## config.mk

```make
export PLATFORM = sky130hd
export DESIGN_NAME = fp_norm_ctrl
export DESIGN_NICKNAME = d
export VERILOG_FILES = /design/src/rtl/fp_norm_ctrl.sv
export SDC_FILE = /design/constraint.sdc
export NUM_CORES = 1
export LEC_CHECK = 0
export CAP_MARGIN = 25
export CORE_MARGIN = 10
export CORE_UTILIZATION = 59
export CTS_CLUSTER_SIZE = 10
export DETAILED_ROUTE_END_ITERATION = 7
export PLACE_DENSITY = 0.86
export SLEW_MARGIN = 20
export SYNTH_ARGS = -nofsm -noshare
export SYNTH_HDL_FRONTEND = slang
export SYNTH_SLANG_ARGS = --single-unit
export TNS_END_PERCENT = 100
```

## constraint.sdc

```tcl
create_clock -name clk -period 6.05 [get_ports clk]
set_clock_uncertainty 0.2 [all_clocks]
set_input_delay 0.605 -clock clk [delete_from_list [all_inputs] [get_ports clk]]
set_output_delay 0.605 -clock clk [all_outputs]
set_load 0.03 [all_outputs]
```

## src/rtl/fp_norm_ctrl.sv

```systemverilog
// Multi-cycle mantissa normaliser: byte-serial leading-one scan followed by a
// single-cycle left shift with exponent adjust, zero and underflow flags.

module Encoder8to3 (
  input  logic [7:0] in,
  input  logic       en,
  output logic [2:0] out,
  output logic       no1
);
  // Plain OR encoder: only meaningful for a one-hot input.
  assign out[0] = en & (in[1] | in[3] | in[5] | in[7]);
  assign out[1] = en & (in[2] | in[3] | in[6] | in[7]);
  assign out[2] = en & (in[4] | in[5] | in[6] | in[7]);
  assign no1    = ~en | (in == 8'd0);
endmodule

module fp_norm_ctrl #(
  parameter int MANT_W = 24,
  parameter int EXP_W  = 8
) (
  input  logic              clk,
  input  logic              rst,
  input  logic              in_valid,
  output logic              in_ready,
  input  logic [MANT_W-1:0] in_mant,
  input  logic [EXP_W-1:0]  in_exp,
  output logic              out_valid,
  input  logic              out_ready,
  output logic [MANT_W-1:0] out_mant,
  output logic [EXP_W-1:0]  out_exp,
  output logic              out_zero,
  output logic              out_uflow,
  output logic              busy
);
  localparam int NB    = MANT_W / 8;
  localparam int IDX_W = (NB > 1) ? $clog2(NB) : 1;
  localparam int LZ_W  = $clog2(MANT_W) + 1;

  localparam logic [1:0] IDLE  = 2'd0;
  localparam logic [1:0] SCAN  = 2'd1;
  localparam logic [1:0] SHIFT = 2'd2;
  localparam logic [1:0] DONE  = 2'd3;

  logic [1:0]        state_reg;
  logic [MANT_W-1:0] m_reg;
  logic [EXP_W-1:0]  e_reg;
  logic [IDX_W-1:0]  idx_reg;
  logic [LZ_W-1:0]   lz_reg;

  logic [7:0]        byte_sel;
  logic [7:0]        mask;
  logic [2:0]        enc_out;
  logic              enc_no1;
  logic [LZ_W-1:0]   lz_next;
  logic [EXP_W-1:0]  lz_ext;

  assign byte_sel = m_reg[{idx_reg, 3'b000} +: 8];

  // Keep only the highest set bit so the OR encoder sees a one-hot word.
  assign mask[7] = byte_sel[7];
  generate
    for (genvar gi = 0; gi < 7; gi++) begin : g_iso
      assign mask[gi] = byte_sel[gi] & ~(|byte_sel[7:gi+1]);
    end
  endgenerate

  Encoder8to3 u_enc (
    .in  (mask),
    .en  (1'b1),
    .out (enc_out),
    .no1 (enc_no1)
  );

  assign lz_next = ((LZ_W'(NB - 1) - LZ_W'(idx_reg)) << 3) + LZ_W'(3'd7 - enc_out);
  assign lz_ext  = EXP_W'(lz_reg);

  assign in_ready  = (state_reg == IDLE) & ~rst;
  assign out_valid = (state_reg == DONE);
  assign busy      = (state_reg != IDLE);

  always_ff @(posedge clk) begin
    if (rst) begin
      state_reg <= IDLE;
      m_reg     <= '0;
      e_reg     <= '0;
      idx_reg   <= '0;
      lz_reg    <= '0;
      out_mant  <= '0;
      out_exp   <= '0;
      out_zero  <= 1'b0;
      out_uflow <= 1'b0;
    end else begin
      case (state_reg)
        IDLE: begin
          if (in_valid) begin
            m_reg     <= in_mant;
            e_reg     <= in_exp;
            idx_reg   <= IDX_W'(NB - 1);
            out_zero  <= 1'b0;
            out_uflow <= 1'b0;
            state_reg <= SCAN;
          end
        end
        SCAN: begin
          if (!enc_no1) begin
            lz_reg    <= lz_next;
            state_reg <= SHIFT;
          end else if (idx_reg == '0) begin
            out_mant  <= '0;
            out_exp   <= '0;
            out_zero  <= 1'b1;
            state_reg <= DONE;
          end else begin
            idx_reg <= idx_reg - 1'b1;
          end
        end
        SHIFT: begin
          // When the exponent cannot absorb the shift, stop at exponent 0.
          if (lz_ext < e_reg) begin
            out_mant  <= m_reg << lz_reg;
            out_exp   <= e_reg - lz_ext;
            out_uflow <= 1'b0;
          end else begin
            out_mant  <= m_reg << e_reg;
            out_exp   <= '0;
            out_uflow <= 1'b1;
          end
          state_reg <= DONE;
        end
        default: begin
          if (out_ready) state_reg <= IDLE;
        end
      endcase
    end
  end
endmodule
```

Word level (Yosys, flattened, before mapping)

Index checks and enable logic that the tools add are counted.

Register bits after elaboration: 76
Input bits: 36
Output and inout port bits: 37
Word-level logic and storage cells: 96

Add/sub/neg operators: 5
Magnitude comparators: 1
Equality and inequality tests: 8
Shift-type cells: 3
Muxes and demuxes: 23
Bitwise operators: 26
Reduce and logical (&&, ||, !) cells: 21

Operators by type and width:

| cell               | number |
|---|---|
| $mux 24            | 3 |
| $pmux 24 s2        | 1 |
| $mux 8             | 3 |
| $shiftx 24x6->8    | 1 |
| $shl 24x6->24      | 1 |
| $shl 24x8->24      | 1 |
| $pmux 8 s2         | 1 |
| $mux 2             | 7 |
| $not 1->1          | 9 |
| $or 1x1->1         | 9 |
| $and 1x1->1        | 8 |
| $logic_not 8->1    | 1 |
| $lt 6x8->1         | 1 |
| $ne 2x2->1 const B | 4 |
| $reduce_and 4->1   | 2 |
| $reduce_bool 2->1  | 4 |
| $sub 8x6->8        | 1 |
| $reduce_or 7->1    | 1 |
| $add 6x6->6        | 1 |
| $pmux 2 s3         | 1 |
| $reduce_and 2->1   | 3 |
| $reduce_and 3->1   | 2 |
| $reduce_or 6->1    | 1 |
| $reduce_or 5->1    | 1 |
| 14 further kinds   | 20 |

Longest topological paths before layout

Gate-level depths: netlist of the first run.

Word-level depth: 9
Gate-level depth with buffers: 14
Mapped depth without buffers: 12

Hierarchy

From an unflattened synthesis of the first run, not the netlist that was laid out.

Cells, all modules: 604
Area total of the unflattened synthesis: 4742.0 µm²

Modules (own cells, without submodules):

| module       | instances | cells an instance | area an instance (µm²) | sequential area each (µm²) |
|---|---|---|---|---|
| fp_norm_ctrl | 1         | 599               | 4694.5                 | 1521.5 |
| Encoder8to3  | 1         | 5                 | 47.5                   | 0.0 |

Least setup slack after synthesis of the first run

OpenSTA, ideal clock, no wires.

Path kind: flip-flop to flip-flop
Start: register e_reg[0]
End: register out_mant[22]
Library setup time: 0.145 ns
Arrival time: 2.830 ns
Data required time: 5.705 ns
Path slack: 2.874 ns
Stages on the path, launching flop included: 13
Buffers on the path: 0
Period minus slack after synthesis: 3.176 ns
Cell sequence: dfxtp_1 -> inv_1 -> ha_1 -> inv_1 -> fa_1 -> a211oi_4 -> o211ai_4 -> a311oi_4 -> nor2_1 -> a22o_1 -> mux2_2 -> a22oi_1 -> a221oi_1

Word-level cells in the longest chain between the ends: 3
Elaborated cells on any way between the ends: 4
Those cells by class: order compare (1); shift (1); mux (2)

RTL lines:

| item                                               | RTL line | RTL |
|---|---|---|
| from (decl)                                        | 46       | `logic [EXP_W-1:0] e_reg;` |
| from (signal assigned)                             | 97       | `e_reg <= in_exp;` |
| $shl 24x8->24 / $lt 6x8->1 (equally long branches) | 124, 119 |  |
| $mux 24 *                                          | 119      | `if (lz_ext < e_reg) begin` |
| $pmux 24 s2 *                                      | 93       | `case (state_reg)` |
| to (signal assigned)                               | 120      | `out_mant <= m_reg << lz_reg;` |
| to (signal assigned)                               | 124      | `out_mant <= m_reg << e_reg;` |
| to (decl)                                          | 29       | `output logic [MANT_W-1:0] out_mant,` |

Mark *: on every way between the ends. The rest lies on a longest branch, timed or not.
A chain may end at the register's enable or synchronous reset.

Final worst setup path of the first run

Start: register lz_reg[0]
End: register out_mant[12]

Word-level cells in the longest chain between the ends: 3
Elaborated cells on any way between the ends: 4
Those cells by class: order compare (1); shift (1); mux (2)

RTL lines:

| item                                               | RTL line | RTL |
|---|---|---|
| from (decl)                                        | 48       | `logic [LZ_W-1:0] lz_reg;` |
| from (signal assigned)                             | 106      | `lz_reg <= lz_next;` |
| $shl 24x6->24 / $lt 6x8->1 (equally long branches) | 120, 119 |  |
| $mux 24 *                                          | 119      |  |
| $pmux 24 s2 *                                      | 93       |  |

Marks and branches as above.

==> impl_metrics.yaml, run 1 <==
synth:
  yosysTopAreaCellShare_pct: 32.1
  syn_inst: 558
  seq_area_frac_synth_pct: 32.1
  synthTopCellsByArea: "dfxtp_1 32%, mux2i_1 14%, nand2_1 7.8%"
  async_reset_ff_share_pct: 0
  synth_area_leader_cell: "dfxtp_1"
  synth_common_cells: "99 x nand2_1, 76 x dfxtp_1, 64 x mux2i_1"
  syn_nets: 607
  synthDistinctLibCells: 76
  yosysMostFrequentCell: "nand2_1"
  ys_warn_count: 0
  syn_area_sq_um: 4740
  synth_edf_count: 0
  ys.flop_type: "dfxtp_1"
  avgSynthCellArea_sq_um: 8.50
  synth_seq_cells: 76
hold_path:
  hold_path.class: "flip-flop to flip-flop"
  hp-start: "out_exp[5]"
detailed_routing:
  ant_nets: 0
  vias_per_cell: 6.10
  vias: 4421
  routed_wl_um: 13400
  drtPass1Iterations: 5
  drc_errors: 0
  drtIter0Drc: 301
  wire_per_inst_um: 18.4
run:
  drv_cap: 0
die:
  start_util_pct: 61.0
  die_area_sq_um: 12000
  core.rowCount: 32
  die_w_um: 110
  fp.dieH_um: 110
  coreArea_sq_um: 7770
  boundaryPins: 73
critical_path:
  worstPathArrival_ns: 4.17
  cp-start-kind: "flip-flop"
  r2r_start: "lz_reg[0]"
  required_ns: 6.11
  worst-path-max-fanout: 20
  critPathKind: "flip-flop to flip-flop"
  regToRegSetupSlack_ns: 1.93
  worstSetupEndpointType: "flip-flop"
  cp-startpoint: "lz_reg[0]"
finish:
  drive_above_1_share_pct: 9.95
  antennaDiodeCount: 0
  nNetsFinal: 667
  num-fill-cells: 634
  syn2layout_area_growth_pct: 21.5
sta:
  finalSetupViolations: 0
  hold_violations: 0
  maxSlewHeadroom_pct: 40.5
  worst_pin_slew_ns: 0.893
  setup_tns_ns: 0
  whs_ns: 0.252
  max_freq_mhz: 243
  period_needed_ns: 4.12
  drv_slew: 0
  rsz0062_at_grt: "no"
  period_share_pct: 68.0
grt:
  grt_first_pass_wirelength_um: 21200
  antenna_found_initial: 0
  track_usage_pct: 22.0
  grt_pass1_vias: 4168
  grt_start_max_net_pins: 70
  overflow: 0
clocking:
  cts_buffers: 9
  path_clk_slew_ns: 0.09
  postCtsHoldBufs: 0
  clock_sinks: 76
  cts_tree: "built"
  clock_latency_ns: 0.37
  ctsRootBufferMaster: "clkbuf_8"
  cts_setup_buffers: 0
  clockBufferDepth: 2
  cts_resized: 0
  h-tree-depth: 3
pwr:
  peakVddDrop_mv: 0.483
  powerDensity_nw_per_um2: 482
  p_leak_nw: 2.23
placement:
  dp_hpwl_um: 9830
  io_buffers: 72
  gp_congestion: 0.950
outcome:
  status: "finished clean"
## metal layers
metal	part of all wire, %	GRT usage [%]
met2	46	34.9
met3	7.1	4.51
met5	0	0
met4	2.1	9.11
met1	44	28.5
## worst paths after layout
check | end | cells past startpoint
max | out_mant[12] | 12
min | out_exp[5] | 2
max reg2reg | out_mant[12] | 12
min reg2reg | out_exp[5] | 2
## layout by cell type (no fill, tap or decap), types with 3 or more instances in the layout
master / instances
a211o_1: 4
nand4_1: 3
dfxtp_1: 76
nor3b_1: 3
a221oi_2: 3
a22oi_1: 7
buf_4: 5
a221oi_1: 7
bufinv_16: 3
inv_1: 17
clkbuf_8: 9
mux2_2: 15
nor2_1: 42
nor3_1: 10
o2bb2ai_1: 4
nand3_1: 7
nor2b_1: 3
nand2_1: 99
or3_1: 3
a211oi_1: 4
clkdlybuf4s50_1: 71
a32o_1: 3
a21oi_1: 61
o21ai_0: 15
mux2i_1: 64
ha_1: 12
and3_1: 3
## per-stage QoR
stage | power (mW) | setup WS [ns] | util [%] | area (sq um) | std cells
finish | 2.78 | 1.93 | 74.2 | 5760 | 725
floorplan | 1.90 | 2.87 | - | 4740 | 558
CTS | 2.70 | 1.98 | 73.3 | 5700 | 721
global placement | 2.19 | 2.03 | 70.1 | 5440 | 704
global route | 2.93 | 1.69 | 74.2 | 5760 | 725
detailed placement | 2.22 | 1.99 | 70.2 | 5450 | 705
## cell families (layout without fill, tap and decap cells)
group,count (synthesis),in the layout,synth area share [%]
and+or+nand+nor,192,192,18.2
AOI/OAI and AO/OA,143,143,22.1
muxes,82,82,18.4
DFF,76,76,32.1
buffers and inverters,49,114,5.09
adders and majority gates,13,13,3.59
xor gates and xnor gates,3,3,0.554
## worst max-delay path: stages, from the launching register on
cell      delay (ns)
dfxtp_1         0.41
ha_1            0.21
inv_1           0.06
fa_1            0.46
a211oi_4        0.41
o211ai_4        0.16
a311oi_4        0.81
buf_4           0.42
nor3b_1         0.12
o21ai_0         0.20
o211a_1         0.24
nand2_1         0.07
a32o_1          0.25
## where the power goes
| part | switching [mW] | internal, mW |
|---|---|---|
| sequential | 0.103 | 0.575 |
| clock | 0.211 | 0.277 |
| combinational | 0.960 | 0.650 |
| total | 1.27 | 1.50 |
## layout make-up
type / count / area, sq um / share of cell area [%]
timing repair buffer: 80 / 811 / 14.1
clock buffer: 9 / 124 / 2.15
multi-input combinational: 433 / 2990 / 51.8
inverter: 18 / 67.6 / 1.17
tap: 102 / 128 / 2.22
sequential: 76 / 1520 / 26.4
clock inverter: 7 / 123 / 2.13
No activity file was read; power rests on OpenSTA's default activity.
==> run 2, diff against run 1 <==
--- a/config.mk
+++ b/config.mk
@@ -7,10 +7,10 @@
 export LEC_CHECK = 0
 export CAP_MARGIN = 25
 export CORE_MARGIN = 10
-export CORE_UTILIZATION = 59
+export CORE_UTILIZATION = 55
 export CTS_CLUSTER_SIZE = 10
 export DETAILED_ROUTE_END_ITERATION = 7
-export PLACE_DENSITY = 0.86
+export PLACE_DENSITY = 0.81
 export SLEW_MARGIN = 20
 export SYNTH_ARGS = -nofsm -noshare
 export SYNTH_HDL_FRONTEND = slang
==> constraint.sdc (replaced) <==
create_clock -name clk -period 3.9 [get_ports clk]
set_clock_uncertainty 0.2 [all_clocks]
set_input_delay 0.39 -clock clk [delete_from_list [all_inputs] [get_ports clk]]
set_output_delay 0.39 -clock clk [all_outputs]
set_load 0.03 [all_outputs]
==> impl_metrics.yaml, run 2 (synthesis gave the netlist of run 1 again) <==
critical_path:
  crit_chain: "inv_1, ha_1, inv_1, fa_1, a211oi_4, buf_4, o211a_4, o211a_4, mux2i_1, mux2i_1, mux2_2, a22oi_1, a221oi_1"
  critical_path.top_delay_family: "compound AO/OA/AOI/OAI gates"
  required_ns: 3.90
  cp-start-kind: "flip-flop"
  worst-path-max-fanout: 22
  crit_buf_inv: 3
  critPathMaxStageDelay_ns: 0.45
  worstSetupEndpointType: "flip-flop"
  critPathKind: "flip-flop to flip-flop"
  worstPathArrival_ns: 3.62
  slowest_stage: "fa_1"
clocking:
  h-tree-depth: 3
  postCtsHoldBufs: 0
  clock_latency_ns: 0.35
  clock_sinks: 76
  ctsRootBufferMaster: "clkbuf_8"
  clockBufferDepth: 2
  cts_tree: "built"
  path_clk_slew_ns: 0.09
  cts_buffers: 9
grt:
  use_met2_pct: 33.6
  track_usage_pct: 20.4
  met3_usage_pct: 4.65
  grt_pass1_vias: 4292
  overflow: 0
  grt-busiest-layer: "met2"
  grt_start_max_net_pins: 38
  grtUsageMet1_pct: 26.2
  antenna_found_initial: 0
  grt_first_pass_wirelength_um: 22000
detailed_routing:
  routed_wl_um: 13700
  drtIter0Drc: 272
  drc_errors: 0
  ant_nets: 0
  vias: 4487
  vias_per_cell: 6.06
  drtPass1Iterations: 6
  wire_per_inst_um: 18.6
sta:
  max_freq_mhz: 277
  period_needed_ns: 3.62
  worst_pin_slew_ns: 0.902
  layout_setup_ws_ns: 0.284
  finalSetupViolations: 0
  rsz0062_at_grt: "no"
  maxSlewHeadroom_pct: 39.8
  setup_tns_ns: 0
  hold_violations: 0
  period_share_pct: 92.7
  drv_slew: 0
finish:
  stdcell_count: 740
  num-fill-cells: 692
  final_common_cell: "nand2_1"
  antennaDiodeCount: 0
  post-route-cell-area_sq_um: 5790
  drive_above_1_share_pct: 11.7
  register_area_sq_um: 1520
  nNetsFinal: 679
  mostFrequentLayoutCells: "99 x nand2_1, 76 x dfxtp_1, 71 x clkdlybuf4s50_1, 64 x mux2i_1, 61 x a21oi_1"
  syn2layout_area_growth_pct: 22.2
  multi_input_comb_area_sq_um: 2990
pwr:
  powerDensity_nw_per_um2: 734
  peakVddDrop_mv: 0.569
  p_leak_nw: 2.26
run:
  drv_cap: 0
die:
  boundaryPins: 73
  die_area_sq_um: 12700
  start_util_pct: 57.1
  core.rowCount: 33
  coreArea_sq_um: 8300
  die_w_um: 113
  fp.dieH_um: 113
placement:
  place_inst: 716
  place_ws_ns: 0.261
  placed_area_sq_um: 5540
  io_buffers: 72
  gp_congestion: 0.989
  dp_hpwl_um: 10300
hold_path:
  hold_path.class: "flip-flop to flip-flop"
outcome:
  status: "finished clean"
## run 2: changes by cell type in the layout (fill, tap and decap cells not counted), sizes merged
cell,change
clkinv,+2
bufinv,-3
clkinvlp,+1
clkbuf,+2
inv,-2
buf,+12
## run 2: power breakdown
part / internal, mW / switching (mW)
sequential: 0.892 / 0.151
combinational: 1.09 / 1.55
clock: 0.266 / 0.304
total: 2.25 / 2.00
## run 2: layout make-up
type | instances | area share (%)
multi-input combinational | 433 | 51.6
tap | 105 | 2.27
clock buffer | 11 | 2.61
sequential | 76 | 26.3
timing repair buffer | 92 | 15.5
inverter | 18 | 1.17
clock inverter | 5 | 0.626
## run 2: worst paths after layout
kind                                  start      endpoint  slack (ns)  cells after the start
worst max-delay path               e_reg[0]  out_mant[23]        0.28                     13
worst min-delay path            out_mant[4]   out_mant[4]        0.25                      2
worst max register to register     e_reg[0]  out_mant[23]        0.28                     13
worst min register to register  out_mant[4]   out_mant[4]        0.25                      2
## run 2: through the flow
stage	util, %	power [mW]	hold WS [ns]
after floorplan	-	2.95	0.248
after global placement	66.7	3.50	0.239
after detailed placement	66.7	3.54	0.247
after CTS	69.0	4.12	0.257
after global routing	69.8	4.50	0.282
final	69.8	4.25	0.253
## run 2: layer usage
layer	vias up	part of all wire, %
met1	2149	45
li1	2154	-
met5	-	0
met3	21	6.9
met2	163	47
met4	0	1.4
## run 2: worst min-delay path, cell delays in order (launching register included)
cell     delay, ns
dfxtp_1       0.31
nand2_1       0.05
a21oi_1       0.05
## run 2: timing repair
action                                  CTS  global route
resized for setup                         0             0
endpoints found under the setup margin    0             3
setup buffers                             0             7
==> run 3, diff against run 2 <==
--- a/config.mk
+++ b/config.mk
@@ -5,6 +5,7 @@
 export SDC_FILE = /design/constraint.sdc
 export NUM_CORES = 1
 export LEC_CHECK = 0
+export ABC_AREA = 1
 export CAP_MARGIN = 25
 export CORE_MARGIN = 10
 export CORE_UTILIZATION = 55
==> impl_metrics.yaml, run 3 <==
outcome:
  status: "finished clean"
critical_path:
  slowest_stage: "inv_1"
  required_ns: 3.93
  crit_buf_inv: 4
  critPathMaxStageDelay_ns: 0.45
  worstSetupEndpointType: "flip-flop"
  r2r_start: "e_reg[0]"
  worstPathArrival_ns: 3.46
  cp-start-kind: "flip-flop"
  regToRegSetupSlack_ns: 0.47
  crit_chain: "inv_1, ha_1, inv_1, fa_1, nand2_1, nand2_2, nand3_2, nand2_4, nand2_4, inv_2, or2_0, o21ai_2, inv_1, nand3_1, nand3_1, nand2_1, a21oi_2"
  cpMostUsedCell: "inv_1"
  reg2regPathDepth: 17
  reg2reg_to: "out_mant[20]"
  worst-path-max-fanout: 18
  critical_path.top_delay_family: "simple AND/OR/NAND/NOR gates"
  critPathKind: "flip-flop to flip-flop"
clocking:
  ctsRootBufferMaster: "clkbuf_8"
  cts_buffers: 9
  cts_tree: "built"
  path_clk_slew_ns: 0.08
  clock_sinks: 76
  cts_setup_buffers: 0
  clock_latency_ns: 0.36
  clockBufferDepth: 2
  h-tree-depth: 3
  postCtsHoldBufs: 0
synth:
  synth_edf_count: 0
  ys.flop_type: "dfxtp_1"
  syn_area_sq_um: 4940
  yosysTopAreaCellShare_pct: 30.8
  synth_seq_cells: 76
  seq_area_frac_synth_pct: 30.8
  synth_common_cells: "173 x nand2_1, 129 x nand3_1, 76 x dfxtp_1"
  synthTopCellsByArea: "dfxtp_1 31%, nand2_1 13%, nand3_1 13%"
  syn_inst: 741
  yosysMostFrequentCell: "nand2_1"
  async_reset_ff_share_pct: 0
  synth_area_leader_cell: "dfxtp_1"
  ys_warn_count: 0
  avgSynthCellArea_sq_um: 6.66
  synthDistinctLibCells: 44
  syn_nets: 790
die:
  die_w_um: 115
  coreArea_sq_um: 8720
  core.rowCount: 34
  boundaryPins: 73
  die_area_sq_um: 13200
  start_util_pct: 56.6
  fp.dieH_um: 115
placement:
  gp_congestion: 0.963
  dp_hpwl_um: 11300
  io_buffers: 72
  place_ws_ns: 0.381
hold_path:
  worstHoldEndpoint: "out_mant[22]"
  hp-start: "out_mant[22]"
  whs_path_depth: 2
  hold_path.class: "flip-flop to flip-flop"
detailed_routing:
  ant_nets: 0
  routed_wl_um: 15000
  drtPass1Iterations: 5
  vias_per_cell: 5.77
  drc_errors: 0
  drtIter0Drc: 532
  vias: 5209
  wire_per_inst_um: 16.7
sta:
  rsz0062_at_grt: "no"
  hold_violations: 0
  setup_tns_ns: 0
  drv_slew: 0
  max_freq_mhz: 292
  maxSlewHeadroom_pct: 46.7
  period_needed_ns: 3.43
  finalSetupViolations: 0
  worst_pin_slew_ns: 0.799
  period_share_pct: 88.0
  layout_setup_ws_ns: 0.470
run:
  drv_cap: 0
finish:
  nNetsFinal: 838
  drive_above_1_share_pct: 9.70
  antennaDiodeCount: 0
  final_common_cell: "nand2_1"
  mostFrequentLayoutCells: "173 x nand2_1, 129 x nand3_1, 76 x dfxtp_1, 72 x clkdlybuf4s50_1, 65 x a21oi_1"
  syn2layout_area_growth_pct: 17.8
grt:
  grt_pass1_vias: 4855
  grt_start_max_net_pins: 58
  overflow: 0
  track_usage_pct: 22.2
  antenna_found_initial: 0
  grt_first_pass_wirelength_um: 24100
[run 3: tightest hold or removal path: stages, from the launching register on]
cell and delay, ns:
dfxtp_1 0.32, nand2_1 0.06, a21oi_1 0.05
[run 3: cell families (layout without fill, tap and decap cells)]
logic type / count (synthesis) / in the layout / share of synthesized area [%]
DFF: 76 / 76 / 30.8
and+or+nand+nor: 397 / 397 / 37.9
adders and majority gates: 13 / 13 / 3.45
buffers and inverters: 102 / 155 / 9.91
xor gates and xnor gates: 4 / 4 / 0.710
AOI/OAI and AO/OA: 149 / 149 / 17.2
[run 3: worst max path at each step]
stage / start / slack [ns] / cells after the start / endpoint
finish: e_reg[0] / 0.47 / 17 / out_mant[20]
global route: idx_reg[0] / 0.11 / 14 / out_mant[3]
CTS: e_reg[0] / 0.37 / 18 / out_mant[12]
detailed placement: e_reg[0] / 0.38 / 18 / out_mant[12]
global placement: e_reg[0] / 0.38 / 18 / out_mant[12]
floorplan: e_reg[0] / 1.29 / 20 / out_mant[18]
[run 3: metal layers]
layer	share of wire, %	up-vias	wire length [um]	track usage [%]
met2	46	237	6970	35.7
met1	45	2371	6720	29.6
met4	1.8	0	269	7.18
li1	-	2577	-	-
met3	7.2	24	1090	3.91
met5	0	-	0	0
[run 3: timing repair]
item | 4_1_cts | 5_1_grt
gates resized for setup | 0 | 1
endpoints found under the hold margin | 0 | 0
endpoints found under the setup margin | 0 | 1
[run 3: area by class of cell]
class | instances | area, sq um
Fill cell | 812 | 2900
Multi-Input combinational cell | 563 | 2930
Tap cell | 108 | 135
Clock inverter | 5 | 67.6
Timing Repair Buffer | 79 | 781
Clock buffer | 11 | 151
Sequential cell | 76 | 1520
Inverter | 60 | 230
[run 3: stage by stage]
stage | instances | utilization, % | hold slack [ns] | area, sq um
floorplan | 741 | - | 0.239 | 4940
global placement | 885 | 64.0 | 0.254 | 5580
detailed placement | 885 | 64.0 | 0.257 | 5580
CTS | 901 | 66.5 | 0.270 | 5800
global route | 902 | 66.7 | 0.292 | 5820
finish | 902 | 66.7 | 0.269 | 5820
Power of run 3 is left out: the tool's default activity adds up to more than one toggle a clock period on the data nets, which glitch-free logic cannot reach.
==> RTL edit: new RTL, config.mk and constraints of run 1 <==
The parameter `MANT_W` goes from 24 to 28.
--- a/src/rtl/fp_norm_ctrl.sv
+++ b/src/rtl/fp_norm_ctrl.sv
@@ -15,7 +15,7 @@
 endmodule
 
 module fp_norm_ctrl #(
-  parameter int MANT_W = 24,
+  parameter int MANT_W = 28,
   parameter int EXP_W  = 8
 ) (
   input  logic              clk,
Ports: changed (resized in_mant and out_mant); port bits go from 73 to 81. The function was not compared with the original's and may differ.
==> RTL edit against run 1 <==
- the run now ends with design-rule violations left
- total power increased by 12%
- setup slack got worse by 0.30 ns
- global-route usage increased by 6.8 points
- routed wire length increased by 48%
- sequential cell count increased by 8
- via count increased by 39%
- final area increased by 11%
- utilization decreased by 1.4 points
- non-clock buffer count increased by 10
- synthesized area increased by 14%
==> RTL edit: results (changes against run 1) <==
STA
  • WHS: 0.257 ns (+0.00537 ns)
  • Fmax: 0.226 GHz (-6.8%)

Placed design
  • # port buffers: 80 (+11%)
  • Pre-CTS setup slack: 1.72 ns (-0.276 ns)
  • Placed Area: 6180 sq um (+13%)
  • RePlAce Congestion: 1.03 (+7.9%)
  • Placed Cells: 871 (+24%)
  • Post-DP HPWL: 14700 microns (+49%)

Logic synthesis
  • Most common library cells after synthesis: nand2_1, a21oi_1, dfxtp_1, nor2_1, o21ai_0
  • Synth cell types: 65 (-14%)
  • Register area share after synthesis: 31.2% (-0.90 points)
  • Seq cells post-synth: 84 (+11%)
  • Mean post-synth cell area: 7.43 sq um (-13%)
  • Top cells by area, synth: dfxtp_1, nand2_1, a21oi_1, o21ai_0, nor2_1

Critical path
  • Crit-path max FO: 26 (+30%)
  • Worst R2R Path Depth: 10 (-2)
  • Setup slack, reg-to-reg: 1.63 ns (-0.30 ns)
  • CP Launch Point: lz_reg[2]$_SDFFE_PP0P_
  • Slowest cell on crit path: o21ai_1
  • Max incr delay on CP: 0.85 ns (+0.04 ns)
  • Crit path DAT: 4.44 ns (+0.27 ns)

Drt
  • DRC: 11 (+11)
  • Routed via count: 6125 (+39%)
  • Vias per std cell: 6.90 (+13%)
  • DR pass1 iterations: 8 (+3)
  • Starting DRT DRC Count: 791 (+160%)

GRT
  • First-pass GRT wire length: 30700 microns (+45%)
  • GRT Util Overall: 28.8% (+6.8 points)
  • Number of global-route vias before repair: 5633 (+35%)

Layout
  • Multi-input logic portion of the cell area: 53.0% (+1.2 points)
  • Signal inverters: 22 (+4)
  • Register area: 1680 sq um (+11%)
  • Ratio of cells with drive above 1 in the final layout: 5.90% (-4.1 points)
  • Clock buf/inv share: 3.53% (-0.75 points)
  • Multi-input combinational cell count: 568 (+31%)
  • Filler cell count: 712 (+12%)
  • Buffer share of cell area: 13.8% (-0.26 points)
  • # nets final: 828 (+24%)

Pwr
  • Leak Pwr: 2.26 nW (+1.6%)

Run status
  • Failing checks: design-rule violations
  • Status: complete, but fails checks

Floorplanning
  • Die width: 116 microns (+5.4%)
RTL edit: changes by cell type after synthesis, moves of 14 or more:
cell / delta
mux2i_1: -52
nand2_1: +29
a21oi_1: +26
o21ai_0: +24
a211oi_1: +19
nand3_1: +19
a32oi_1: +14
nor3_1: +14
RTL edit: cells by family (layout without fill, tap and decap cells):
group	Yosys count	count (layout)	share of synthesized area [%]
AOI/OAI and AO/OA	260	260	32.0
xor gates and xnor gates	3	3	0.487
adders and majority gates	13	13	3.16
buffers and inverters	74	128	5.89
DFF	84	84	31.2
muxes	18	18	4.32
and+or+nand+nor	274	274	22.9
RTL edit: layer usage:
layer	GRT usage (%)	share of wire [%]	vias up
li1	-	-	2771
met1	37.0	41	2849
met2	46.9	46	434
met3	5.32	9.4	71
met4	10.9	3.2	0
met5	0	0	-
RTL edit: power by group:
part           switching (mW)  total, mW  internal [mW]  leakage (nW)
clock network           0.220      0.465          0.246         0.110
logic                    1.25       1.87          0.621          1.47
registers               0.131      0.775          0.644         0.683
total                    1.60       3.11           1.51          2.26
